[config.mk]
export PLATFORM = sky130hd
export DESIGN_NAME = run_detect_sched
export DESIGN_NICKNAME = d
export VERILOG_FILES = /design/src/rtl/run_detect_sched.sv
export SDC_FILE = /design/constraint.sdc
export NUM_CORES = 1
export LEC_CHECK = 0
export CAP_MARGIN = 5
export CORE_ASPECT_RATIO = 0.75
export CORE_MARGIN = 2
export CORE_UTILIZATION = 40
export CTS_CLUSTER_DIAMETER = 150
export DETAILED_ROUTE_END_ITERATION = 10
export GPL_ROUTABILITY_DRIVEN = 1
export SLEW_MARGIN = 30
export SYNTH_ARGS = -nofsm -noshare
export SYNTH_HDL_FRONTEND = slang
export SYNTH_SLANG_ARGS = --single-unit
[constraint.sdc]
create_clock -name clk -period 1.8 [get_ports clk]
set_clock_uncertainty 0.05 [all_clocks]
set_input_delay 0.54 -clock clk [delete_from_list [all_inputs] [get_ports clk]]
set_output_delay 0.54 -clock clk [all_outputs]
set_load 0.05 [all_outputs]
[src/rtl/run_detect_sched.sv]
// Round-robin shared consecutive-ones run detector: grants one serial lane per frame,
// reports runs of RUN_LEN ones. Optional macro RDS_EARLY_END_EN ends a frame on its first hit.
module run_detect_sched #(
  parameter int NCH       = 4,
  parameter int FRAME_LEN = 8,
  parameter int RUN_LEN   = 3,
  localparam int CHW      = $clog2(NCH)
) (
  input  logic           clk,
  input  logic           rst,
  input  logic [NCH-1:0] req,
  input  logic [NCH-1:0] bit_in,
  output logic [NCH-1:0] gnt,
  output logic           busy,
  output logic           hit_vld,
  output logic [CHW-1:0] hit_ch,
  output logic           done,
  output logic           frame_hit,
  output logic           abort
);

  typedef enum logic [1:0] {IDLE, RUN, DONE} state_t;

  state_t         state;
  state_t         state_nxt;
  logic [CHW-1:0] ptr;
  logic [CHW-1:0] pick;
  logic [7:0]     bit_cnt;
  logic [3:0]     run_cnt;
  logic           hit_seen;
  logic           abort_r;
  logic           lane_req;
  logic           lane_bit;
  logic           hit_now;
  logic           last_bit;
  logic           end_now;

  // First requester strictly after the pointer, wrapping around.
  function automatic logic [CHW-1:0] rr_pick(input logic [NCH-1:0] r,
                                             input logic [CHW-1:0] p);
    logic [CHW-1:0] w;
    logic           f;
    int             j;
    w = p;
    f = 1'b0;
    for (int i = 1; i <= NCH; i++) begin
      j = (int'(p) + i) % NCH;
      if (!f && r[j[CHW-1:0]]) begin
        w = j[CHW-1:0];
        f = 1'b1;
      end
    end
    return w;
  endfunction

  function automatic logic [3:0] run_next(input logic [3:0] c, input logic b);
    if (!b) return 4'd0;
    if (c >= 4'(RUN_LEN)) return 4'(RUN_LEN);
    return c + 4'd1;
  endfunction

  function automatic logic [NCH-1:0] onehot(input logic [CHW-1:0] idx);
    logic [NCH-1:0] v;
    v = '0;
    v[idx] = 1'b1;
    return v;
  endfunction

  assign pick     = rr_pick(req, ptr);
  assign lane_req = req[hit_ch];
  assign lane_bit = bit_in[hit_ch];
  assign hit_now  = lane_bit && (run_cnt == 4'(RUN_LEN - 1));
  assign last_bit = (bit_cnt == 8'(FRAME_LEN - 1));

`ifdef RDS_EARLY_END_EN
  assign end_now = last_bit || hit_now;
`else
  assign end_now = last_bit;
`endif

  assign busy      = (state != IDLE);
  assign done      = (state == DONE);
  assign frame_hit = done && hit_seen;
  assign abort     = done && abort_r;

  always_ff @(posedge clk or negedge rst) begin
    if (!rst) state <= IDLE;
    else      state <= state_nxt;
  end

  always_comb begin
    state_nxt = state;
    case (state)
      IDLE:    if (|req) state_nxt = RUN;
      RUN:     if (!lane_req || end_now) state_nxt = DONE;
      DONE:    state_nxt = IDLE;
      default: state_nxt = IDLE;
    endcase
  end

  always_ff @(posedge clk or negedge rst) begin
    if (!rst) begin
      gnt      <= '0;
      hit_ch   <= '0;
      ptr      <= CHW'(NCH - 1);
      bit_cnt  <= '0;
      run_cnt  <= '0;
      hit_vld  <= 1'b0;
      hit_seen <= 1'b0;
      abort_r  <= 1'b0;
    end else begin
      hit_vld <= 1'b0;
      case (state)
        IDLE: begin
          if (|req) begin
            gnt      <= onehot(pick);
            hit_ch   <= pick;
            ptr      <= pick;
            bit_cnt  <= '0;
            run_cnt  <= '0;
            hit_seen <= 1'b0;
            abort_r  <= 1'b0;
          end
        end
        RUN: begin
          // A dropped request consumes the edge without sampling the lane.
          if (!lane_req) begin
            gnt     <= '0;
            abort_r <= 1'b1;
          end else begin
            run_cnt <= run_next(run_cnt, lane_bit);
            bit_cnt <= bit_cnt + 8'd1;
            hit_vld <= hit_now;
            if (hit_now) hit_seen <= 1'b1;
            if (end_now) gnt <= '0;
          end
        end
        DONE: begin
          bit_cnt  <= '0;
          run_cnt  <= '0;
          hit_seen <= 1'b0;
          abort_r  <= 1'b0;
        end
        default: gnt <= '0;
      endcase
    end
  end

endmodule

# [Yosys cells after proc, flatten, opt, wreduce, memory -nomap -nowiden]
# Index checks and enable logic that the tools add are counted.
[word_totals] regBits=25 latchBits=0 ramBits=0 romBits=0 inputBits=10 out_inout_bits=11 memories=0
[classes] add_sub_neg=6 mul=0 div_mod_pow=0 magnitude_cmp=8 eq_ne=10 shifts=0 muxes=53 bitwise_logic=1 n_reduce_logical=22
[ops] cell="two-way mux 4 bit" n=9
[ops] cell="one-hot mux 4 bit (3 select lines)" n=2
[ops] cell="one-hot mux 8 bit (3 select lines)" n=1
[ops] cell="two-way mux 1 bit" n=23
[ops] cell="< comparator 2 x 3 -> 1 bit, second input constant" n=6
[ops] cell="two-way mux 8 bit" n=2
[ops] cell="binary-select mux 1 bit (select 2 bit)" n=6
[ops] cell="two-way mux 2 bit" n=6
[ops] cell="!= test 2 bit, second input constant" n=5
[ops] cell="AND reduction 3 bit" n=3
[ops] cell="adder 8 x 1 -> 8 bit, second input constant" n=1
[ops] cell="equality test 8 x 3 -> 1 bit, second input constant" n=1
[ops] cell="logical AND 1 bit" n=7
[ops] cell="one-hot mux 1 bit (3 select lines)" n=2
[ops] cell="adder 2 x 1 -> 2 bit, second input constant" n=2
[ops] cell="adder 2 bit, second input constant" n=2
[ops] cell="adder 4 x 1 -> 4 bit, second input constant" n=1
[ops] cell="equality test 4 x 2 -> 1 bit, second input constant" n=1
[ops] cell="greater-or-equal comparator 4 x 2 -> 1 bit, second input constant" n=1
[ops] cell="zero test 1 bit" n=4
[ops] cell="one-hot mux 2 bit (2 select lines)" n=1
[ops] cell="AND reduction 2 bit" n=2
[ops] cell="AND reduction 4 bit" n=1
[ops] cell="OR reduction 4 bit" n=1
[ops] cell="10 further kinds" n=10

# [Longest topological paths before layout]
# Gate-level depths: netlist of run 1.
[logic_depth] word_depth=19 mapped_depth=6 mapped_depth_nobuf=5

# [Worst setup path before layout of run 1]
# OpenSTA, ideal clock, no wires.
[synth_timing] kind="register to output" from="register state[0]" to="output port abort" t_arrival_ns=1.708 required_ns=1.210 slack_ns=-0.498 path_stages_with_launch=3 cell_sequence="dfrtp_1 nor2b_1 and2_1"
[synth_between] elab_chain_cells=2
[synth_lines] element="from (decl)" line_no="24" rtl="state_t state;"
[synth_lines] element="from (signal assigned)" line_no="88" rtl="else state <= state_nxt;"
[synth_lines] element="equality test 2 bit" line_no="82" rtl="assign done = (state == DONE);"
[synth_lines] element="named net done" line_no="17" rtl="output logic done,"
[synth_lines] element="logical AND 1 bit" line_no="84" rtl="assign abort = done && abort_r;"
[synth_lines] element="to (decl)" line_no="19" rtl="output logic abort"
# The timed path passes the listed nets, and every way through them passes these cells.

# [Worst setup path after layout of run 1]
[layout_timing] from="register hit_ch[0]" to="register bit_cnt[5]"
[layout_between] elab_chain_cells=4
[layout_lines] element="from (decl)" line_no="16" rtl="output logic [CHW-1:0] hit_ch,"
[layout_lines] element="from (signal assigned)" line_no="117" rtl="hit_ch <= pick;"
[layout_lines] element="binary-select mux 1 bit (select 2 bit)" line_no="70" rtl="assign lane_req = req[hit_ch];"
[layout_lines] element="two-way mux 1 bit (implied by the code)" line_no="70"
[layout_lines] element="!= test 2 bit (no line)"
[layout_lines] element="AND reduction 3 bit (no line)"
[layout_lines] element="to (signal assigned)" line_no="132" rtl="bit_cnt <= bit_cnt + 8'd1;"
[layout_lines] element="to (decl)" line_no="28" rtl="logic [7:0] bit_cnt;"
# No other way between the ends. The select of a mux whose other input is x is not followed.
# A chain may end at the register's enable or synchronous reset.

==> results of run 1 <==
[flip-flops by register name, indices dropped and copies added (netlist names)]
signal and cells:
run_cnt 4, bit_cnt 8, abort_r 1, hit_vld 1, gnt 4, hit_ch 2, state 2, hit_seen 1
ptr 2
[cells in the final DEF, fill, tap and decap left out, types with 3 or more instances in the layout]
| cell | count |
|---|---|
| a32o_1 | 3 |
| ha_1 | 3 |
| nand2b_1 | 3 |
| nand2_1 | 9 |
| a21oi_1 | 7 |
| clkbuf_8 | 3 |
| buf_2 | 4 |
| nor2_1 | 14 |
| o21ai_2 | 4 |
| inv_1 | 4 |
| clkdlybuf4s50_1 | 5 |
| buf_4 | 20 |
| o21ai_0 | 8 |
| nand3_1 | 4 |
| and2_1 | 3 |
| buf_12 | 12 |
| or3_1 | 3 |
| dfrtp_1 | 21 |
[critical path: stages (launching register included)]
cell and delay (ns):
dfrtp_2 0.43, mux4_2 0.38, o221ai_4 0.15, buf_6 0.17
or4_4 0.48, nand2_2 0.06
[per-stage QoR]
stage,setup slack (ns),area [µm²]
2_1_floorplan,-0.141,1330
3_3_place_gp,-0.541,1820
3_5_place_dp,-0.571,1820
4_1_cts,0.000786,1920
5_1_grt,-0.0259,1920
6_report,0.0280,1920
[power by group through the flow]
stage / logic (µW) / clock network [µW] / registers (µW)
after floorplan: 764 / 0 / 1070
after global placement: 1750 / 0 / 908
after detailed placement: 1780 / 0 / 923
after CTS: 1980 / 336 / 914
after global routing: 2060 / 360 / 935
final: 1920 / 325 / 909
[worst max path at each step]
| stage | start | end | slack (ns) |
|---|---|---|---|
| after global placement | req[3] | gnt[2]$_DFFE_PN0P_ | -0.54 |
| after detailed placement | req[3] | gnt[2]$_DFFE_PN0P_ | -0.57 |
| final | hit_ch[0]$_DFFE_PN0P_ | bit_cnt[5]$_DFFE_PN0P_ | 0.03 |
| after global routing | hit_ch[0]$_DFFE_PN0P_ | hit_seen$_DFFE_PN0P_ | -0.03 |
| after CTS | req[1] | bit_cnt[6]$_DFFE_PN0P_ | 0.0008 |
| after floorplan | hit_ch[0]$_DFFE_PN0P_ | hit_seen$_DFFE_PN0P_ | -0.14 |
[synthesized netlist by cell type (2+ instances only)]
library cell,n,area share (%)
o21ai_1,2,0.76
ha_1,3,2.8
nand3_1,4,1.5
nor3_1,3,1.1
nand2_1,10,2.8
nor4_1,2,0.95
a22o_1,2,1.3
o21ai_0,9,3.4
nor2b_1,2,0.95
inv_1,5,1.4
dfrtp_1,23,44
and3_1,2,0.95
or3_1,4,1.9
o21a_1,2,1.1
nand2b_1,3,1.4
a32o_1,3,2.3
dfstp_2,2,4.0
a21o_1,2,1.1
nand4_1,2,0.95
and2_1,5,2.4
a21oi_1,9,3.4
nor2_1,15,4.3
or2_2,2,0.95
o21ai_2,2,1.3
[area by class of cell]
type	count	area (µm²)	area share (%)
Inverter	5	18.8	0.978
Tap cell	40	50.0	2.61
Timing Repair Buffer	42	472	24.6
Multi-Input combinational cell	101	702	36.6
Sequential cell	25	631	32.9
Clock inverter	1	5.00	0.261
Clock buffer	3	41.3	2.15
[routing by layer]
metal	share of wire [%]	routed length, µm	vias up
li1	-	-	577
met1	47	1480	558
met2	47	1460	29
met3	6.0	186	2
met4	0.22	7	0
met5	0	0	-
[logic make-up (layout without fill, tap and decap cells)]
group | count (synthesis) | count (layout) | synth area share (%)
muxes | 3 | 3 | 4.46
DFF | 25 | 25 | 47.7
AOI/OAI and AO/OA | 37 | 37 | 19.8
and+or+nand+nor | 58 | 58 | 22.7
adders and majority gates | 3 | 3 | 2.85
buffers and inverters | 7 | 51 | 2.56
[what timing repair did]
item,CTS,global route
pin swaps,6,6
setup buffers,3,1
resized for setup,22,10
gates cloned,1,0
setup endpoints to repair,27,13
==> out/qor.yml, run 1 <==
global_routing:
  busiest_layer: "met2"
  grt_pass1_vias: 1135
  grt_start_max_net_pins: 26
  grt_pass1_wl_um: 5200
  use_met2_pct: 29.4
  grt.met3_usage_pct: 5.43
  use_met1_pct: 24.2
  grt_overflow: 0
  antenna_found_initial: 0
  grt_use_total_pct: 18.1
run_status:
  status: "finished, final reports clean"
clock_network:
  worstSkewPairLatency_ns: 0.27
  cts_sinks: 25
  cts_hold_buf: 0
  clk_pin_slew_ns: 0.08
  cts-htree-levels: 1
  cts.path.max_buffers: 2
  cts-root-buf: "clkbuf_8"
  cts_tree: "done"
  numCtsBuffers: 3
cells_and_area:
  drive_gt1_share_pct: 37.3
  areaGrowthSynthToFinish_pct: 45.7
  utilization_pct: 59.6
  layout.nets: 191
  antennaDiodeCount: 0
  stdcell_count: 217
  fillCellCount: 278
min_path:
  min_to: "hit_seen$_DFFE_PN0P_"
  hold_path_depth: 1
  min_path_type: "flop to flop"
  hold_path_startpoint: "hit_seen$_DFFE_PN0P_"
sta:
  tns_ns: 0
  finalCriticalPeriod_ns: 1.77
  worst_pin_slew_ns: 0.409
  period_share_pct: 98.4
  setup_viol: 0
  slew_viol_final: 0
  relSlewSlack_pct: 72.6
  max_freq_ghz: 0.564
  hold_ws_ns: 0.463
  rsz0062_at_grt: "true"
  hold_viol: 0
yosys:
  synth.avg_cell_area_um2: 9.91
  synth_ff_type: "dfrtp_1"
  syn_nets: 146
  synth-edff-count: 0
  yosysSeqAreaShare_pct: 47.7
  ys_types: 39
  synthesis.instances: 133
  ys_ff_latch: 25
  netlist_area_mm2: 0.00132
  ys_warn_count: 0
  ys_async_sr_fraction_pct: 100
power_and_ir_drop:
  power_uw: 3150
  internal-power_uw: 1810
  p_clk_share_pct: 10.3
  ir_drop_mv: 1.16
  p_per_area_mw_per_mm2: 1640
  switchingPower_uw: 1340
  pwr-share-comb_pct: 60.8
  total_leakage_power_uw: 0.000869
  seqPwrFrac_pct: 28.8
  power.share.switching_pct: 42.6
drt:
  wl_um: 3130
  first_pass_iters: 5
  wl_per_cell_um: 14.4
  drtAntennaViolNets: 0
  vias: 1166
  drtIter0Drc: 32
  drc: 0
  via_per_inst: 5.37
place:
  numPlacedInstances: 209
  hpwl_um: 2360
  gp_congestion: 0.762
  io_buffers: 20
floorplan:
  dieArea_mm2: 0.00377
  core_area_mm2: 0.00322
  initial_core_util_pct: 40.9
  die_w_um: 70.3
  num_io_pins: 21
  die_h_um: 53.7
  row_count: 18
setup_path:
  crit_arrival_ns: 1.93
  reg2reg_from: "hit_ch[0]$_DFFE_PN0P_"
  critPathKind: "flop to flop"
  path_max_fanout: 7
  r2r_slack_ns: 0.03
  r2r.worst_path.cells: 5
  end_kind: "flop"
  r2r-end: "bit_cnt[5]$_DFFE_PN0P_"
  start_kind: "flop"
  critPathRequiredTime_ns: 1.96
job:
  cap_violations: 0
(Power assumes the default switching activity.)
==> inputs of run 2 (changes only) <==
Settings changed: CAP_MARGIN 5 to unset, CORE_ASPECT_RATIO 0.75 to unset.
==> run 2 against run 1 <==
  * The run now ends with negative setup slack left
  * Final cell count grew 4.1%
  * Hold slack improved by 0.0030 ns
  * Critical path depth fell by 2
  * Non-clock buffer count rose by 5
  * Clock power is 22% lower
  * Register-to-register slack got worse by 0.07 ns
  * Worst setup slack lost 0.099 ns
==> out/qor.yml, run 2 (synthesis gave the netlist of run 1 again) <==
setup_path:
  start_kind: "flop"
  slowest_delay_ns: 0.48  # about the same
  crit_chain: "nor2b_4, and2_4, buf_12"
  end_kind: "output pin"
  critPathRequiredTime_ns: 1.21  # -0.75 ns
  cp_slowest_cell: "dfrtp_2"
  critPathKind: "flop to output pin"
  critPathLaunch: "state[1]$_DFFE_PN0P_"
  crit_arrival_ns: 1.28  # -0.65 ns
  path_max_fanout: 7  # unchanged
  r2r_slack_ns: -0.04  # -0.07 ns
  reg2reg_from: "hit_ch[0]$_DFFE_PN0P_"
sta:
  setup_viol: 7  # +7
  period_share_pct: 104  # +5.5 points
  hold_viol: 0  # unchanged
  relSlewSlack_pct: 77.2  # +4.6 points
  finalCriticalPeriod_ns: 1.87  # +0.0994 ns
  max_freq_ghz: 0.534  # -5.3%
  layout_setup_ws_ns: -0.0714  # -0.0994 ns
  rsz0062_at_grt: "true"
  slew_viol_final: 0  # unchanged
  tns_ns: -0.257  # -0.257 ns
  worst_pin_slew_ns: 0.340  # -0.0683 ns
drt:
  drtAntennaViolNets: 0  # unchanged
  drc: 0  # unchanged
  wl_per_cell_um: 14.0  # -3.0%
  via_per_inst: 5.32  # -1.0%
  drtIter0Drc: 23  # -28%
  wl_um: 3160  # +1.0%
  vias: 1202  # +3.1%
  first_pass_iters: 4  # -1
min_path:
  min_path_type: "flop to flop"
  hold_path_startpoint: "hit_seen$_DFFE_PN0P_"
clock_network:
  cts_tree: "done"
  cts.path.max_buffers: 2  # unchanged
  cts-htree-levels: 1  # unchanged
  cts_sinks: 25  # unchanged
  numCtsBuffers: 3  # unchanged
  worstSkewPairLatency_ns: 0.32  # +0.05 ns
  clk_pin_slew_ns: 0.13  # +0.05 ns
  cts-root-buf: "clkbuf_4"
global_routing:
  antenna_found_initial: 0  # unchanged
  grt_overflow: 0  # unchanged
  grt_start_max_net_pins: 26  # unchanged
  grt_pass1_wl_um: 5310  # +2.3%
  grt_use_total_pct: 19.4  # +1.3 points
  grt_pass1_vias: 1166  # +2.7%
floorplan:
  die_h_um: 61.4  # +14%
  num_io_pins: 21  # unchanged
  initial_core_util_pct: 42.5  # +1.6 points
  row_count: 20  # +2
  die_w_um: 61.4  # -13%
  dieArea_mm2: 0.00377  # -0.13%
  core_area_mm2: 0.00310  # -3.7%
cells_and_area:
  largest_reg_flops: 8  # unchanged
  design_area_mm2: 0.00203  # +5.6%
  layout_common_cells: "dfrtp_1, buf_4, nor2_1, buf_12, nand2_1"
  antennaDiodeCount: 0  # unchanged
  areaGrowthSynthToFinish_pct: 53.8
  stdcell_count: 226  # +4.1%
  largestRegisters: "bit_cnt (8), gnt (4), run_cnt (4)"
  drive_gt1_share_pct: 40.1  # +2.8 points
  layout.nets: 196  # +2.6%
  largest-register: "bit_cnt"
power_and_ir_drop:
  p_per_area_mw_per_mm2: 1640  # about the same
  ir_drop_mv: 1.13  # -2.1%
  power_uw: 3330  # +5.6%
  total_leakage_power_uw: 0.000900  # +3.6%
place:
  numPlacedInstances: 213  # +1.9%
  gp_congestion: 0.807  # +5.9%
  io_buffers: 20  # unchanged
  placed_cell_area_mm2: 0.00183  # +0.27%
  hpwl_um: 2230  # -5.7%
run_status:
  violations: "negative setup slack"
  status: "complete, but fails checks"
job:
  cap_violations: 0  # unchanged
[run 2: cell count changes in the layout (fill, tap and decap cells not counted), sizes merged]
cell / before / now
buf: 37 / 39
clkbuf: 3 / 4
clkdlybuf4s15: 0 / 2
[run 2: critical path, delay by kind of cell (launching register included)]
kind / cells / cell delay [ns]
flops: 1 / 0.48
simple gates: 2 / 0.36
buf+inv: 1 / 0.13
[run 2: timing repair]
item,in CTS,in global routing
setup buffers,6,3
hold buffers,0,0
pin swaps,5,11
setup endpoints to repair,23,11
resized for setup,21,17
gates cloned,2,0
[run 2: per-layer routing]
metal	wire length, µm	track usage, %	up-vias	share of wire (%)
met5	0	0	-	0
met2	1620	31.9	25	51
met1	1400	24.3	593	44
met3	97	5.25	4	3.1
li1	-	-	580	-
met4	40	7.60	0	1.3
[run 2: cell type report]
type | count | area, µm²
Timing Repair Buffer | 47 | 559
Multi-Input combinational cell | 101 | 733
Clock inverter | 1 | 5.00
Inverter | 5 | 21.3
Fill cell | 279 | 1080
Clock buffer | 3 | 22.5
Sequential cell | 25 | 631
Tap cell | 44 | 55.1
[run 2: worst paths after layout]
check	to	depth (start not counted)
min reg2reg	hit_seen$_DFFE_PN0P_	1
max	frame_hit	3
min	hit_seen$_DFFE_PN0P_	1
min in group asynchronous	bit_cnt[6]$_DFFE_PN0P_	2
max reg2reg	bit_cnt[6]$_DFFE_PN0P_	6
max in group asynchronous	ptr[1]$_DFFE_PN1P_	2
[run 2: power breakdown]
| part | internal (µW) | total, µW | switching, µW | leakage (µW) |
|---|---|---|---|---|
| sequential | 734 | 905 | 171 | 0.000328 |
| clock | 83.2 | 253 | 170 | 0.0000177 |
| combinational | 1110 | 2170 | 1060 | 0.000555 |
[run 2: through the flow]
step	utilization (%)	setup slack (ns)	hold WS [ns]
2_1_floorplan	-	-0.141	0.194
3_3_place_gp	58.8	-0.528	0.417
3_5_place_dp	58.8	-0.578	0.437
4_1_cts	64.0	-0.0773	0.477
5_1_grt	65.3	-0.130	0.503
6_report	65.3	-0.0714	0.466
